===== config.mk =====
export PLATFORM = sky130hd
export DESIGN_NAME = rs_frame_serializer
export DESIGN_NICKNAME = d
export VERILOG_FILES = /design/src/rtl/rs_link_pkg.sv /design/src/rtl/rs_sym_buffer.sv /design/src/rtl/rs_frame_serializer.sv
export SDC_FILE = /design/constraint.sdc
export NUM_CORES = 1
export LEC_CHECK = 0
export BUFFER_PORTS_ARGS = -buffer_cell sky130_fd_sc_hd__buf_2
export CAP_MARGIN = 10
export CELL_PAD_IN_SITES_DETAIL_PLACEMENT = 1
export CELL_PAD_IN_SITES_GLOBAL_PLACEMENT = 1
export CORE_MARGIN = 2
export CORE_UTILIZATION = 30
export DETAILED_ROUTE_END_ITERATION = 10
export PLACE_DENSITY_LB_ADDON = 0.1
export SLEW_MARGIN = 20
export SYNTH_ARGS = -nofsm -noshare
export SYNTH_HDL_FRONTEND = slang
export SYNTH_SLANG_ARGS = --single-unit

===== constraint.sdc =====
create_clock -name clk_in -period 2.9 [get_ports clk_in]
set_input_delay 0.435 -clock clk_in [delete_from_list [all_inputs] [get_ports clk_in]]
set_output_delay 0.435 -clock clk_in [all_outputs]
set_load 0.02 [all_outputs]

===== src/rtl/rs_link_pkg.sv =====
// Shared framing definitions for the RS serial link. The serializer and the
// downstream deserializer both import this, so framing matches by construction.
package rs_link_pkg;

  localparam int SYM_W      = 4;      // bits per RS symbol, GF(2^4)
  localparam int FRAME_SYMS = 15;     // RS(15,11) codeword length
  localparam int PRE_W      = 8;      // preamble length in bits

  localparam logic [PRE_W-1:0] PREAMBLE = 8'hA5;  // sent MSB first
  localparam logic             IDLE_BIT = 1'b0;   // line level between frames

  // One bit counter is shared by the preamble and symbol phases.
  localparam int BIT_CNT_W = $clog2((PRE_W > SYM_W) ? PRE_W : SYM_W);
  localparam int SYM_CNT_W = $clog2(FRAME_SYMS);

  typedef enum logic [1:0] {
    IDLE = 2'd0,
    PRE  = 2'd1,
    DATA = 2'd2
  } ser_state_e;

endpackage


===== src/rtl/rs_sym_buffer.sv =====
// One-entry valid/ready holding register between the RS encoder and the
// serializer shift register. Ready never looks ahead: a full buffer refuses
// input until the serializer has taken its contents.
module rs_sym_buffer
  import rs_link_pkg::*;
(
  input  logic             clk_in,
  input  logic             rst,
  input  logic [SYM_W-1:0] sym_in,
  input  logic             sym_valid,
  output logic             sym_ready,
  input  logic             load,
  output logic             buf_full,
  output logic [SYM_W-1:0] buf_data
);

  logic             full_q, full_d;
  logic [SYM_W-1:0] data_q, data_d;
  logic             accept;

  assign sym_ready = !full_q;
  assign accept    = sym_valid && !full_q;
  assign buf_full  = full_q;
  assign buf_data  = data_q;

  // Next buffer contents: load empties it, an accepted symbol fills it.
  // NOTE: every always_comb output gets a default first so no path can infer a latch.
  always_comb begin
    full_d = full_q;
    data_d = data_q;
    if (load) begin
      full_d = 1'b0;
    end
    if (accept) begin
      full_d = 1'b1;
      data_d = sym_in;
    end
  end

  // Full flag register.
  // NOTE: sequential state uses non-blocking assignments so every flop samples pre-edge values.
  always_ff @(posedge clk_in) begin
    if (rst) begin
      full_q <= 1'b0;
    end else begin
      full_q <= full_d;
    end
  end

  // Payload register.
  // NOTE: the payload is only meaningful while full_q is set, so it carries no reset value.
  always_ff @(posedge clk_in) begin
    data_q <= data_d;
  end

endmodule


===== src/rtl/rs_frame_serializer.sv =====
// Frames RS codeword symbols into a serial bitstream: PREAMBLE followed by
// FRAME_SYMS symbols, MSB first, one bit per clock. A missing symbol at a
// symbol boundary aborts the frame with an underrun pulse.
module rs_frame_serializer
  import rs_link_pkg::*;
(
  input  logic             clk_in,
  input  logic             rst,
  input  logic [SYM_W-1:0] sym_in,
  input  logic             sym_valid,
  output logic             sym_ready,
  output logic             data_out,
  output logic             frame_active,
  output logic             frame_done,
  output logic             underrun
);

  localparam logic [BIT_CNT_W-1:0] BIT_ONE  = BIT_CNT_W'(1);
  localparam logic [BIT_CNT_W-1:0] PRE_LAST = BIT_CNT_W'(PRE_W - 1);
  localparam logic [BIT_CNT_W-1:0] SYM_LAST = BIT_CNT_W'(SYM_W - 1);
  localparam logic [SYM_CNT_W-1:0] SYM_ONE  = SYM_CNT_W'(1);
  localparam logic [SYM_CNT_W-1:0] FRM_LAST = SYM_CNT_W'(FRAME_SYMS - 1);

  ser_state_e           state_q, state_d;
  logic [BIT_CNT_W-1:0] bit_cnt_q, bit_cnt_d;
  logic [SYM_CNT_W-1:0] sym_cnt_q, sym_cnt_d;
  logic [SYM_W-1:0]     shift_q, shift_d;
  logic                 data_q, data_d;
  logic                 done_q, done_d;
  logic                 underrun_q, underrun_d;

  logic                 buf_load;
  logic                 buf_full;
  logic [SYM_W-1:0]     buf_data;
  logic [PRE_W-1:0]     pre_rest;

  rs_sym_buffer u_buf (
    .clk_in    (clk_in),
    .rst       (rst),
    .sym_in    (sym_in),
    .sym_valid (sym_valid),
    .sym_ready (sym_ready),
    .load      (buf_load),
    .buf_full  (buf_full),
    .buf_data  (buf_data)
  );

  assign data_out     = data_q;
  assign frame_active = (state_q != IDLE);
  assign frame_done   = done_q;
  assign underrun     = underrun_q;

  // Next-state, counters, shift register and registered line outputs.
  always_comb begin
    state_d    = state_q;
    bit_cnt_d  = bit_cnt_q;
    sym_cnt_d  = sym_cnt_q;
    shift_d    = shift_q;
    data_d     = data_q;
    done_d     = 1'b0;
    underrun_d = 1'b0;
    buf_load   = 1'b0;
    pre_rest   = '0;

    unique case (state_q)
      IDLE: begin
        data_d = IDLE_BIT;
        if (buf_full) begin
          data_d    = PREAMBLE[PRE_W-1];
          bit_cnt_d = '0;
          state_d   = PRE;
        end
      end

      PRE: begin
        if (bit_cnt_q == PRE_LAST) begin
          // The buffer filled before PRE was entered and cannot drain during PRE.
          buf_load  = 1'b1;
          shift_d   = buf_data;
          data_d    = buf_data[SYM_W-1];
          sym_cnt_d = '0;
          bit_cnt_d = '0;
          state_d   = DATA;
        end else begin
          // Preamble bits still to send, next one aligned to the MSB.
          pre_rest  = PREAMBLE << (bit_cnt_q + BIT_ONE);
          data_d    = pre_rest[PRE_W-1];
          bit_cnt_d = bit_cnt_q + BIT_ONE;
        end
      end

      DATA: begin
        if (bit_cnt_q == SYM_LAST) begin
          bit_cnt_d = '0;
          if (sym_cnt_q == FRM_LAST) begin
            data_d    = IDLE_BIT;
            done_d    = 1'b1;
            sym_cnt_d = '0;
            state_d   = IDLE;
          end else if (buf_full) begin
            buf_load  = 1'b1;
            shift_d   = buf_data;
            data_d    = buf_data[SYM_W-1];
            sym_cnt_d = sym_cnt_q + SYM_ONE;
          end else begin
            data_d     = IDLE_BIT;
            underrun_d = 1'b1;
            sym_cnt_d  = '0;
            state_d    = IDLE;
          end
        end else begin
          data_d    = shift_q[SYM_W-2];
          shift_d   = shift_q << 1;
          bit_cnt_d = bit_cnt_q + BIT_ONE;
        end
      end

      default: begin
        state_d = IDLE;
        data_d  = IDLE_BIT;
      end
    endcase
  end

  // State, counter and output registers with synchronous reset.
  always_ff @(posedge clk_in) begin
    if (rst) begin
      state_q    <= IDLE;
      bit_cnt_q  <= '0;
      sym_cnt_q  <= '0;
      shift_q    <= '0;
      data_q     <= IDLE_BIT;
      done_q     <= 1'b0;
      underrun_q <= 1'b0;
    end else begin
      state_q    <= state_d;
      bit_cnt_q  <= bit_cnt_d;
      sym_cnt_q  <= sym_cnt_d;
      shift_q    <= shift_d;
      data_q     <= data_d;
      done_q     <= done_d;
      underrun_q <= underrun_d;
    end
  end

endmodule

# [Word-level counts from Yosys, hierarchy flattened]
# Cells that the tools add are included.
[word_totals] reg_bits=20 input_bits=7 output_inout_bits=5 elab_cells=72
[op_classes] addsub=2 eq_ne=11 shift=1 muxes=34 bitwise=2 n_reduce_logical=13
[ops] cell="$mux 3" n=7
[ops] cell="$mux 4" n=4
[ops] cell="$mux 1" n=12
[ops] cell="$mux 2" n=5
[ops] cell="$pmux 3 s3" n=1
[ops] cell="$pmux 4 s2" n=1
[ops] cell="$reduce_and 4->1" n=2
[ops] cell="$shl 8x3->8 const A" n=1
[ops] cell="$ne 3x3->1 const B" n=2
[ops] cell="$pmux 2 s3" n=1
[ops] cell="$pmux 3 s2" n=1
[ops] cell="$reduce_bool 2->1" n=3
[ops] cell="$add 4x1->4 const B" n=1
[ops] cell="$eq 4x4->1 const B" n=1
[ops] cell="$ne 2x2->1 const B" n=2
[ops] cell="$reduce_or 4->1" n=1
[ops] cell="$add 3x1->3 const B" n=1
[ops] cell="$eq 3x2->1 const B" n=1
[ops] cell="$eq 3x3->1 const B" n=1
[ops] cell="$ne 3x2->1 const B" n=1
[ops] cell="$pmux 1 s3" n=1
[ops] cell="$reduce_and 3->1" n=1
[ops] cell="$reduce_bool 3->1" n=1
[ops] cell="$reduce_or 3->1" n=1
[ops] cell="other kinds (9)" n=10

# [Longest topological paths before layout]
# Gate-level depths: netlist (run 1).
[depth] depth_word=6 ltp_mapped=7 mapped_depth_nobuf=7

# [Hierarchy]
# A second synthesis (run 1) with hierarchy kept.
[unflattened] hier_cells=118 hier_area_um2=1081.0
[by_module_without_submodules] module="rs_frame_serializer" instances=1 cells_each=109 area_each_um2=917.1 seq_area_each_um2=300.3
[by_module_without_submodules] module="rs_sym_buffer" instances=1 cells_each=9 area_each_um2=163.9 seq_area_each_um2=140.1

# [Worst setup path after synthesis (run 1)]
# Ideal clock, no wire load.
[synth_path] path_type="register -> register" start="register bit_cnt_q[0]" end="register sym_cnt_q[3]" setup_ns=0.071 arrival_ns=1.884 required_ns=2.829 slack_ns=0.945 stages_incl_launch_ff=7 path_buffers=0 period_less_slack_ns=1.955 path_cell_list="dfxtp_1 > ha_1 > ha_1 > and2b_4 > or4_4 > or3_1 > a21oi_1"
[synth_via] elab_chain_cells=3 word_cells_on_any_way=5 cone_classes="eq/ne: 4; reduce/logical: 1"
[synth_lines] item="start: declaration" line="rs_frame_serializer.sv:25" text="logic [BIT_CNT_W-1:0] bit_cnt_q, bit_cnt_d;"
[synth_lines] item="start signal: assignment" line="rs_frame_serializer.sv:137" text="bit_cnt_q <= bit_cnt_d;"
[synth_lines] item="$eq 3x2->1 or $eq 3x3->1 (tied branches)" line="rs_frame_serializer.sv:93, rs_frame_serializer.sv:76"
[synth_lines] item="$ne 2x2->1 (no source line)"
[synth_lines] item="$reduce_and 3->1 (no source line) (*)"
[synth_lines] item="end signal: assignment" line="rs_frame_serializer.sv:138" text="sym_cnt_q <= sym_cnt_d;"
[synth_lines] item="end: declaration" line="rs_frame_serializer.sv:26" text="logic [SYM_CNT_W-1:0] sym_cnt_q, sym_cnt_d;"
# Every way passes the cells marked *; elsewhere a longest branch is shown, timed or not.
# A chain may end at the register's enable or synchronous reset.

# [Worst setup path in the final report (run 1)]
# Same ends and word-level chain as after synthesis.

==> results.txt, run 1 <==
----------------------------------------------------
[Finish]
  Footprint of the multi-input gates ... 586 um2
  # nets final ... 145
  Area occupied by registers ... 440 um2
  Filler Cells Inserted ... 402
  Layout area overhead ... 10.7%
  Core occupancy in the finished layout ... 0.353
  # diodes ... 0
  Fraction of layout instances using a drive strength above 1 ... 0.135

[Min path]
  Worst Hold End ... u_buf.buf_data[3]
  Hold path start ... sym_in[3]
  HP Class ... in -> reg
  Hold Path Cell Cnt ... 1

[Die]
  Area of the die ... 0.00410 mm2
  Die height ... 64.0 um
  Std-Cell Core Area ... 0.00339 mm2
  Die Width ... 64.0 um
  Initial core utilization ... 0.319
  Total number of placement rows ... 21
  I/O Pins ... 12

[Synthesis]
  Post-Synthesis Cells ... 115
  Syn_area_per_cell ... 9.39 um2
  Fraction of the yosys area taken by sequential cells ... 0.408
  Synth async-reset ratio ... 0
  Synthesized Nets ... 133
  Number of distinct standard cells referenced by the synthesized netlist ... 34
  Mapped Area ... 0.00108 mm2
  Count of synthesis-stage warnings from yosys ... 0
  Register bit total from synthesis ... 20
  Top flip-flop cell by instance count after synthesis ... dfxtp_1
  Number of enable flip-flop cells after synthesis ... 4

[Global route]
  Total congestion overflow after global routing ... 0
  Global-route wire length before repair ... 4080 um
  Vias in the first global route ... 896
  Largest net degree at the start of global routing ... 20
  Total Routing Usage GR ... 0.130
  Initial antenna violation count ... 0

[CTS]
  Register clock-pin slew on the reported worst setup and hold paths ... 120 ps
  CTS Root Buffer Type ... clkbuf_4
  Deepest clock path buffer count ... 2
  Post-CTS Setup Repair Bufs ... 0
  Clock tree from TritonCTS ... yes
  Clock Sinks ... 20
  Clock buffer count from CTS ... 3
  Number of instances resized during post-cts repair ... 0
  Clock network latency to the later pin of the worst-skew pair ... 310 ps
  Hold buffer count at cts ... 0
  Level count of the clock H-tree ... 1

[Setup path]
  Worst R2R End ... sym_cnt_q[3]
  Number of buffer and inverter instances along the worst setup path ... 0
  Critical-path maximum fanout ... 4
  Sort of element at the start of the critical path ... register
  Number of cells traversed by the worst register-to-register path ... 6
  Reg2Reg Setup Slack ... 790 ps
  Setup crit start ... bit_cnt_q[0]
  Crit path max-delay cell type ... or4_4
  Startpoint of the lowest-slack register-to-register path ... bit_cnt_q[0]
  Library cell appearing most often on the critical path ... ha_1
  Critical path arrival ... 2360 ps
  Setup Crit Path Kind ... reg -> reg
  Top delay family on crit path ... simple AND/OR/NAND/NOR gates
  WP data required ... 3160 ps
  Sort of element at the end of the critical path ... register
  Largest stage delay, worst path ... 510 ps
  Cells traversed along the worst timing path ... ha_1 -> ha_1 -> and2b_4 -> or4_4 -> or3_1 -> a21oi_1

[Placement]
  Port Buf Inserts ... 11
  DP Wirelength ... 1760 um
  GP Congestion ... 0.804

[Drt]
  Vias per Instance ... 4.91
  Routed vias ... 844
  Drc violations ... 0
  Initial DRT Pass Iterations ... 4
  Final wirelength ... 2350 um
  Average wire per cell in the routed design ... 13.7 um
  First-iteration detailed-routing DRC count ... 16
  Post-DRT Antenna Nets ... 0

[Timing]
  Fmax ... 475 MHz
  Number of hold violations in the final report ... 0
  Number of max-slew violations in the final report ... 0
  Final cycle utilization of the critical path ... 0.726
  Unrepaired setup endpoints after global routing ... no
  Max-slew headroom at the worst pin ... 0.705
  Endpoints failing setup ... 0
  Minimum period implied by the final worst setup slack ... 2110 ps
  Layout Skew ... 3.44 ps
  Worst slew pin tran ... 439 ps
  Setup TNS ... 0 ps

[Job]
  Total of max-cap violations ... 0

[Pwr]
  Leakage ... 0.486 nW
  Power per cell area ... 661 mW/mm2
  Largest vdd supply drop ... 0.292 mV

[Outcome]
  Result of the run ... complete, no violations

----------------------------------------------------
logic make-up (layout without fill, tap and decap cells):
kind of cell | count (synthesis) | count (layout) | share of synthesized area
multiplexers | 6 | 6 | 0.0556
XOR/XNOR | 1 | 1 | 0.00811
adder cells (fa/ha/maj) | 11 | 11 | 0.127
buffers and inverters | 12 | 23 | 0.0498
flip-flops | 20 | 20 | 0.408
AND/OR/NAND/NOR | 45 | 45 | 0.235
AO/OA/AOI/OAI | 20 | 20 | 0.116
per-layer routing:
| layer | GRT usage | wire length, um | share of wire |
|---|---|---|---|
| met5 | 0 | 0 | 0 |
| met3 | 0.0370 | 76 | 0.032 |
| met2 | 0.219 | 1100 | 0.47 |
| met4 | 0.0408 | 34 | 0.014 |
| met1 | 0.158 | 1140 | 0.49 |
sequential cells by signal, indices dropped and copies added (netlist names):
name            count
sym_cnt_q           4
u_buf.buf_data      4
bit_cnt_q           3
shift_q             3
state_q             2
data_out            1
frame_done          1
u_buf.buf_full      1
underrun            1
where the power goes:
part | total (W) | internal, W | switching (W) | leakage (nW)
registers | 0.000347 | 0.000319 | 0.0000273 | 0.168
clock network | 0.000146 | 0.0000504 | 0.0000959 | 0.0154
logic | 0.000297 | 0.000115 | 0.000182 | 0.302
synthesized netlist by cell type, types with 3 or more instances:
cell type | number | area [um2]
edfxtp_1 | 4 | 120
nor3_1 | 4 | 20.0
nor2_1 | 4 | 15.0
nand2b_1 | 7 | 43.8
ha_1 | 11 | 138
nand3_1 | 4 | 20.0
mux2i_1 | 6 | 60.1
inv_1 | 8 | 30.0
nor2b_1 | 3 | 18.8
nand2_1 | 9 | 33.8
dfxtp_1 | 16 | 320
o21ai_0 | 3 | 15.0
a21oi_1 | 9 | 45.0
per-stage QoR:
step           hold WS, ps  setup WS (ps)  total power [W]  std cells  area [um2]
6_report               289            794         0.000790        172        1190
5_1_grt                259            674         0.000855        172        1190
3_5_place_dp           452            814         0.000651        168        1170
4_1_cts                272            778         0.000806        172        1190
3_3_place_gp           455            866         0.000644        168        1170
2_1_floorplan          436            945         0.000568        115        1080
cell type report:
cell class / instances / share of cell area
Multi-Input combinational cell: 83 / 0.490
Inverter: 8 / 0.0251
Clock inverter: 1 / 0.00314
Sequential cell: 20 / 0.369
Clock buffer: 3 / 0.0188
Tap cell: 46 / 0.0482
Timing Repair Buffer: 11 / 0.0461
worst max path at each step:
| stage | to | cells past startpoint |
|---|---|---|
| finish | sym_cnt_q[3] | 6 |
| global route | sym_cnt_q[3] | 6 |
| CTS | sym_cnt_q[3] | 6 |
| detailed placement | sym_cnt_q[3] | 6 |
| global placement | sym_cnt_q[3] | 6 |
| floorplan | sym_cnt_q[3] | 6 |
layout by cell type, fill, tap and decap left out, types with 2 or more instances in the layout:
cell	netlist	final
and2_1	2	2
inv_1	8	8
o21ai_0	3	3
a211oi_1	2	2
nor4_1	2	2
dfxtp_1	16	16
a311oi_1	2	2
mux2i_1	6	6
a21oi_1	9	9
buf_2	1	11
ha_1	11	11
edfxtp_1	4	4
clkbuf_4	0	3
nand3b_1	2	2
nor2b_1	3	3
nor2_1	4	4
nor3_1	4	4
nand3_1	4	4
nand2b_1	7	7
nand2_1	9	9
(Power assumes the default switching activity.)
==> run 2, diff against run 1 <==
==> constraint.sdc (replaced) <==
create_clock -name clk_in -period 1.9 [get_ports clk_in]
set_input_delay 0.285 -clock clk_in [delete_from_list [all_inputs] [get_ports clk_in]]
set_output_delay 0.285 -clock clk_in [all_outputs]
set_load 0.02 [all_outputs]
==> run 2 against run 1 <==
  * Via count is 6.5% higher
  * Fmax is 14% higher
  * Core utilization is 5.5 points higher
  * Total power is 70% higher
  * Sequential power is 53% higher
  * Count of clock-buffer cells in the layout stayed put
  * Largest cell class unchanged
  * Combinational power is 100% higher
  * Sequential share of layout area is 4.4 points lower
  * Setup slack worse by 740 ps
==> results.txt, run 2 (synthesis results as in run 1) <==
----------------------------------------------------
[Die]
  Die Width ... 64.0 um (unchanged)
  Std-Cell Core Area ... 0.00339 mm2 (unchanged)
  Total number of placement rows ... 21 (unchanged)
  I/O Pins ... 12 (unchanged)
  Area of the die ... 0.00410 mm2 (unchanged)
  Die height ... 64.0 um (unchanged)
  Initial core utilization ... 0.319 (unchanged)

[Global route]
  Global-route wire length before repair ... 4350 um (was 4080 um)
  Total Routing Usage GR ... 0.140 (was 0.130)
  Initial antenna violation count ... 0 (unchanged)
  Largest net degree at the start of global routing ... 20 (unchanged)
  Vias in the first global route ... 972 (was 896)
  Total congestion overflow after global routing ... 0 (unchanged)

[Placement]
  Placement-stage cell area ... 0.00131 mm2 (was 0.00117 mm2)
  DP Wirelength ... 1990 um (was 1760 um)
  Post-Place Setup Slack ... -42.1 ps (was 814 ps)
  Port Buf Inserts ... 11 (unchanged)
  GP Congestion ... 0.776 (was 0.804)

[Drt]
  First-iteration detailed-routing DRC count ... 26 (was 16)
  Post-DRT Antenna Nets ... 0 (unchanged)
  Routed vias ... 899 (was 844)
  Final wirelength ... 2500 um (was 2350 um)
  Drc violations ... 0 (unchanged)
  Average wire per cell in the routed design ... 13.2 um (was 13.7 um)
  Initial DRT Pass Iterations ... 4 (unchanged)
  Vias per Instance ... 4.76 (was 4.91)

[Min path]
  HP Class ... in -> reg (unchanged)

[CTS]
  Clock buffer count from CTS ... 3 (unchanged)
  Level count of the clock H-tree ... 1 (unchanged)
  Clock tree from TritonCTS ... yes (unchanged)
  Clock network latency to the later pin of the worst-skew pair ... 310 ps (about the same)
  Deepest clock path buffer count ... 2 (unchanged)
  Clock Sinks ... 20 (unchanged)
  CTS Root Buffer Type ... clkbuf_4 (unchanged)
  Hold buffer count at cts ... 0 (unchanged)
  Register clock-pin slew on the reported worst setup and hold paths ... 120 ps (about the same)

[Timing]
  Setup TNS ... 0 ps (unchanged)
  Unrepaired setup endpoints after global routing ... no (unchanged)
  Layout Skew ... 5.90 ps (was 3.44 ps)
  Endpoints failing setup ... 0 (unchanged)
  Number of hold violations in the final report ... 0 (unchanged)
  Minimum setup slack in the final design ... 51.8 ps (was 794 ps)
  Worst slew pin tran ... 401 ps (was 439 ps)
  Minimum period implied by the final worst setup slack ... 1850 ps (was 2110 ps)
  Max-slew headroom at the worst pin ... 0.732 (was 0.705)
  Fmax ... 541 MHz (was 475 MHz)
  Number of max-slew violations in the final report ... 0 (unchanged)
  Final cycle utilization of the critical path ... 0.973 (was 0.726)

[Finish]
  # nets final ... 162 (was 145)
  Layout area overhead ... 28.0% (was 10.7%)
  Area occupied by registers ... 449 um2 (was 440 um2)
  Filler Cells Inserted ... 405 (was 402)
  Fraction of layout instances using a drive strength above 1 ... 0.336 (was 0.135)
  Commonest non-fill, non-tap cells in the layout ... buf_4, dfxtp_1, buf_2 (was dfxtp_1, ha_1, buf_2)
  Footprint of the multi-input gates ... 637 um2 (was 586 um2)
  Most common library cell in the layout ignoring fill and taps ... buf_4 (was dfxtp_1)
  # diodes ... 0 (unchanged)
  Final cell area excluding filler cells ... 0.00138 mm2 (was 0.00119 mm2)

[Setup path]
  Setup Crit Path Kind ... reg -> reg (unchanged)
  Sort of element at the start of the critical path ... register (unchanged)
  WP data required ... 2140 ps (was 3160 ps)
  Critical-path maximum fanout ... 4 (unchanged)
  Sort of element at the end of the critical path ... register (unchanged)
  Critical path arrival ... 2090 ps (was 2360 ps)

[Pwr]
  Leakage ... 0.568 nW (was 0.486 nW)
  Total internal power ... 0.000850 W (was 0.000485 W)
  Clock power frac ... 0.159 (was 0.185)
  Proportion of total power due to net switching ... 0.365 (was 0.386)
  Combinational share of power ... 0.445 (was 0.376)
  Switching Power ... 0.000489 W (was 0.000305 W)
  Tot Pwr ... 0.00134 W (was 0.000790 W)
  Sequential group share of total power ... 0.396 (was 0.439)
  Largest vdd supply drop ... 0.560 mV (was 0.292 mV)
  Power per cell area ... 969 mW/mm2 (was 661 mW/mm2)

[Outcome]
  Result of the run ... complete, no violations (unchanged)

[Job]
  Total of max-cap violations ... 0 (unchanged)

----------------------------------------------------
-- run 2: changes by cell type in the layout (fill, tap and decap cells not counted), sizes merged --
cell / before / now
buf: 11 / 28
-- run 2: critical path, cell delays in order (launching register included) --
cell and delay [ps]:
dfxtp_4 400, inv_2 50, ha_2 170, nor2b_2 170
or4_4 530, or3_1 350, a21oi_1 120
-- run 2: power groups by stage --
stage	Clock, W	Combinational, W	Sequential (W)
2_1_floorplan	0	0.000341	0.000528
3_3_place_gp	0	0.000574	0.000531
3_5_place_dp	0	0.000582	0.000531
4_1_cts	0.000226	0.000589	0.000524
5_1_grt	0.000245	0.000664	0.000537
6_report	0.000213	0.000596	0.000530
-- run 2: area by class of cell --
| cell class | count | share of cell area |
|---|---|---|
| inverters | 8 | 0.0217 |
| clock buffers | 3 | 0.0163 |
| clock inverters | 1 | 0.00271 |
| well taps | 46 | 0.0416 |
| repair buffers | 28 | 0.132 |
| multi-input cells | 83 | 0.461 |
| flip-flops and latches | 20 | 0.325 |
-- run 2: metrics by stage --
step	hold WS [ps]	std cells	utilization
floorplan	384	115	-
global placement	463	184	0.385
detailed placement	468	184	0.385
CTS	136	188	0.394
global route	127	189	0.408
finish	145	189	0.408
-- run 2: path summary, 6_finish.rpt --
path | slack, ps | to | depth (start not counted) | from
setup reg to reg | 50 | sym_cnt_q[3] | 6 | state_q[1]
hold / removal | 150 | u_buf.buf_data[1] | 1 | sym_in[1]
hold reg to reg | 480 | bit_cnt_q[1] | 2 | bit_cnt_q[1]
setup / recovery | 50 | sym_cnt_q[3] | 6 | state_q[1]
-- run 2: per-layer routing --
metal	track usage	up-vias	routed length, um
li1	-	463	-
met1	0.169	424	1170
met2	0.242	8	1240
met3	0.0264	4	58
met4	0.0571	0	34
met5	0	-	0
-- run 2: timing repair --
action,in CTS,in global routing
cloned,0,0
pin swaps,1,6
endpoints found under the setup margin,1,3
buffers inserted,0,1
resized for setup,3,11
==> run 3, diff against run 2 <==
--- a/config.mk
+++ b/config.mk
@@ -9,7 +9,7 @@
 export CAP_MARGIN = 10
 export CELL_PAD_IN_SITES_DETAIL_PLACEMENT = 1
 export CELL_PAD_IN_SITES_GLOBAL_PLACEMENT = 1
-export CORE_MARGIN = 2
+export CORE_MARGIN = 5
 export CORE_UTILIZATION = 30
 export DETAILED_ROUTE_END_ITERATION = 10
 export PLACE_DENSITY_LB_ADDON = 0.1
==> run 3 against run 2 <==
  * Non-clock buffer count up 2
  * Fmax grew 0.19%
  * Die area rose by 20%
  * Critical endpoint unchanged
  * Highest routed layer unchanged
  * Flip-flop and latch count stayed put
  * Via count is 1.2% higher
  * Total power rose by 11%
==> results.txt, run 3 (synthesis results as in run 1) <==
----------------------------------------------------
[Outcome]
  Result of the run ... complete, no violations (unchanged)

[Global route]
  Initial antenna violation count ... 0 (unchanged)
  Total Routing Usage GR ... 0.115 (was 0.140)
  Total congestion overflow after global routing ... 0 (unchanged)
  Global-route wire length before repair ... 4500 um (was 4350 um)
  Largest net degree at the start of global routing ... 20 (unchanged)
  Vias in the first global route ... 965 (was 972)

[Finish]
  Fraction of layout instances using a drive strength above 1 ... 0.386 (was 0.336)
  # nets final ... 164 (was 162)
  Layout area overhead ... 34.9% (was 28.0%)
  Core occupancy in the finished layout ... 0.426 (was 0.408)
  Commonest non-fill, non-tap cells in the layout ... buf_4, buf_2, dfxtp_1 (was buf_4, dfxtp_1, buf_2)
  Final cell area excluding filler cells ... 0.00146 mm2 (was 0.00138 mm2)
  # diodes ... 0 (unchanged)
  Most common library cell in the layout ignoring fill and taps ... buf_4 (unchanged)

[Timing]
  Endpoints failing setup ... 0 (unchanged)
  Minimum period implied by the final worst setup slack ... 1840 ps (was 1850 ps)
  Final cycle utilization of the critical path ... 0.971 (was 0.973)
  Max-slew headroom at the worst pin ... 0.720 (was 0.732)
  Fmax ... 542 MHz (was 541 MHz)
  Setup TNS ... 0 ps (unchanged)
  Layout Skew ... 2.02 ps (was 5.90 ps)
  Number of max-slew violations in the final report ... 0 (unchanged)
  WHS ... 146 ps (was 145 ps)
  Worst slew pin tran ... 416 ps (was 401 ps)
  Number of hold violations in the final report ... 0 (unchanged)
  Unrepaired setup endpoints after global routing ... yes (was no)

[Setup path]
  Cells traversed along the worst timing path ... inv_2 -> ha_4 -> buf_4 -> and2b_4 -> or4_4 -> or3_4 -> a21oi_2 (was inv_2 -> ha_2 -> nor2b_2 -> or4_4 -> or3_1 -> a21oi_1)
  Sort of element at the start of the critical path ... register (unchanged)
  Critical-path maximum fanout ... 3 (was 4)
  Critical path arrival ... 2090 ps (about the same)
  Top delay family on crit path ... simple AND/OR/NAND/NOR gates (unchanged)
  WP data required ... 2150 ps (was 2140 ps)
  Number of buffer and inverter instances along the worst setup path ... 2 (was 1)
  Sort of element at the end of the critical path ... register (unchanged)
  Setup Crit Path Kind ... reg -> reg (unchanged)
  Crit path max-delay cell type ... or4_4 (unchanged)
  Largest stage delay, worst path ... 410 ps (was 530 ps)

[Placement]
  GP Congestion ... 0.789 (was 0.776)
  Placement-stage cell area ... 0.00130 mm2 (was 0.00131 mm2)
  Port Buf Inserts ... 11 (unchanged)
  DP Wirelength ... 2000 um (was 1990 um)

[CTS]
  Register clock-pin slew on the reported worst setup and hold paths ... 120 ps (about the same)
  Hold buffer count at cts ... 0 (unchanged)
  CTS Root Buffer Type ... clkbuf_4 (unchanged)
  Clock tree from TritonCTS ... yes (unchanged)
  Level count of the clock H-tree ... 1 (unchanged)
  Clock Sinks ... 20 (unchanged)
  Clock network latency to the later pin of the worst-skew pair ... 300 ps (was 310 ps)
  Clock buffer count from CTS ... 3 (unchanged)
  Deepest clock path buffer count ... 2 (unchanged)

[Pwr]
  Leakage ... 0.592 nW (was 0.568 nW)
  Power per cell area ... 1020 mW/mm2 (was 969 mW/mm2)
  Tot Pwr ... 0.00149 W (was 0.00134 W)
  Largest vdd supply drop ... 0.461 mV (was 0.560 mV)

[Die]
  I/O Pins ... 12 (unchanged)
  Die height ... 70.0 um (was 64.0 um)
  Total number of placement rows ... 21 (unchanged)
  Die Width ... 70.0 um (was 64.0 um)
  Area of the die ... 0.00490 mm2 (was 0.00410 mm2)
  Std-Cell Core Area ... 0.00342 mm2 (was 0.00339 mm2)
  Initial core utilization ... 0.316 (was 0.319)

[Drt]
  First-iteration detailed-routing DRC count ... 19 (was 26)
  Average wire per cell in the routed design ... 14.1 um (was 13.2 um)
  Vias per Instance ... 4.76 (about the same)
  Final wirelength ... 2690 um (was 2500 um)
  Initial DRT Pass Iterations ... 4 (unchanged)
  Drc violations ... 0 (unchanged)
  Routed vias ... 910 (was 899)
  Post-DRT Antenna Nets ... 0 (unchanged)

[Job]
  Total of max-cap violations ... 0 (unchanged)

[Min path]
  HP Class ... in -> reg (unchanged)

----------------------------------------------------
[run 3: path summary, 6_finish.rpt]
check / from / slack (ps) / endpoint / cells after the start
hold / removal: sym_in[2] / 150 / u_buf.buf_data[2] / 1
setup reg to reg: state_q[0] / 60 / sym_cnt_q[3] / 7
hold reg to reg: bit_cnt_q[1] / 480 / bit_cnt_q[1] / 2
setup / recovery: state_q[0] / 60 / sym_cnt_q[3] / 7
[run 3: worst reg2reg max path, stage by stage (launching register included)]
cell     delay (ps)
dfxtp_2         370
inv_2            60
ha_4            160
buf_4           120
and2b_4         150
or4_4           410
or3_4           380
a21oi_2         130
[run 3: report_power, final]
group	total [W]	internal, W	switching [W]
sequential	0.000528	0.000492	0.0000359
clock	0.000352	0.000213	0.000139
combinational	0.000612	0.000293	0.000319
[run 3: layer usage]
| layer | routed length (um) | track usage | vias up | part of all wire |
|---|---|---|---|---|
| met1 | 1310 | 0.149 | 440 | 0.49 |
| met3 | 57 | 0.0215 | 2 | 0.021 |
| met4 | 23 | 0.0447 | 0 | 0.0086 |
| met5 | 0 | 0 | - | 0 |
| met2 | 1300 | 0.187 | 9 | 0.48 |
| li1 | - | - | 459 | - |
[run 3: area by class of cell]
cell class / count / area (um2)
multi-input combinational: 83 / 664
fill: 406 / 1960
inverter: 8 / 30.0
clock inverter: 1 / 30.0
tap: 46 / 57.6
timing repair buffer: 30 / 201
clock buffer: 3 / 22.5
sequential: 20 / 450
[run 3: per-stage QoR]
stage               instances  setup WS (ps)
global placement          183           6.16
CTS                       187           12.5
floorplan                 115           6.70
finish                    191           55.3
detailed placement        183          -54.9
global route              191          -8.85
[run 3: what timing repair did]
item | in CTS | in global routing
pin swaps | 2 | 5
resized for setup | 2 | 20
buffers inserted | 0 | 4
endpoints found under the setup margin | 1 | 2
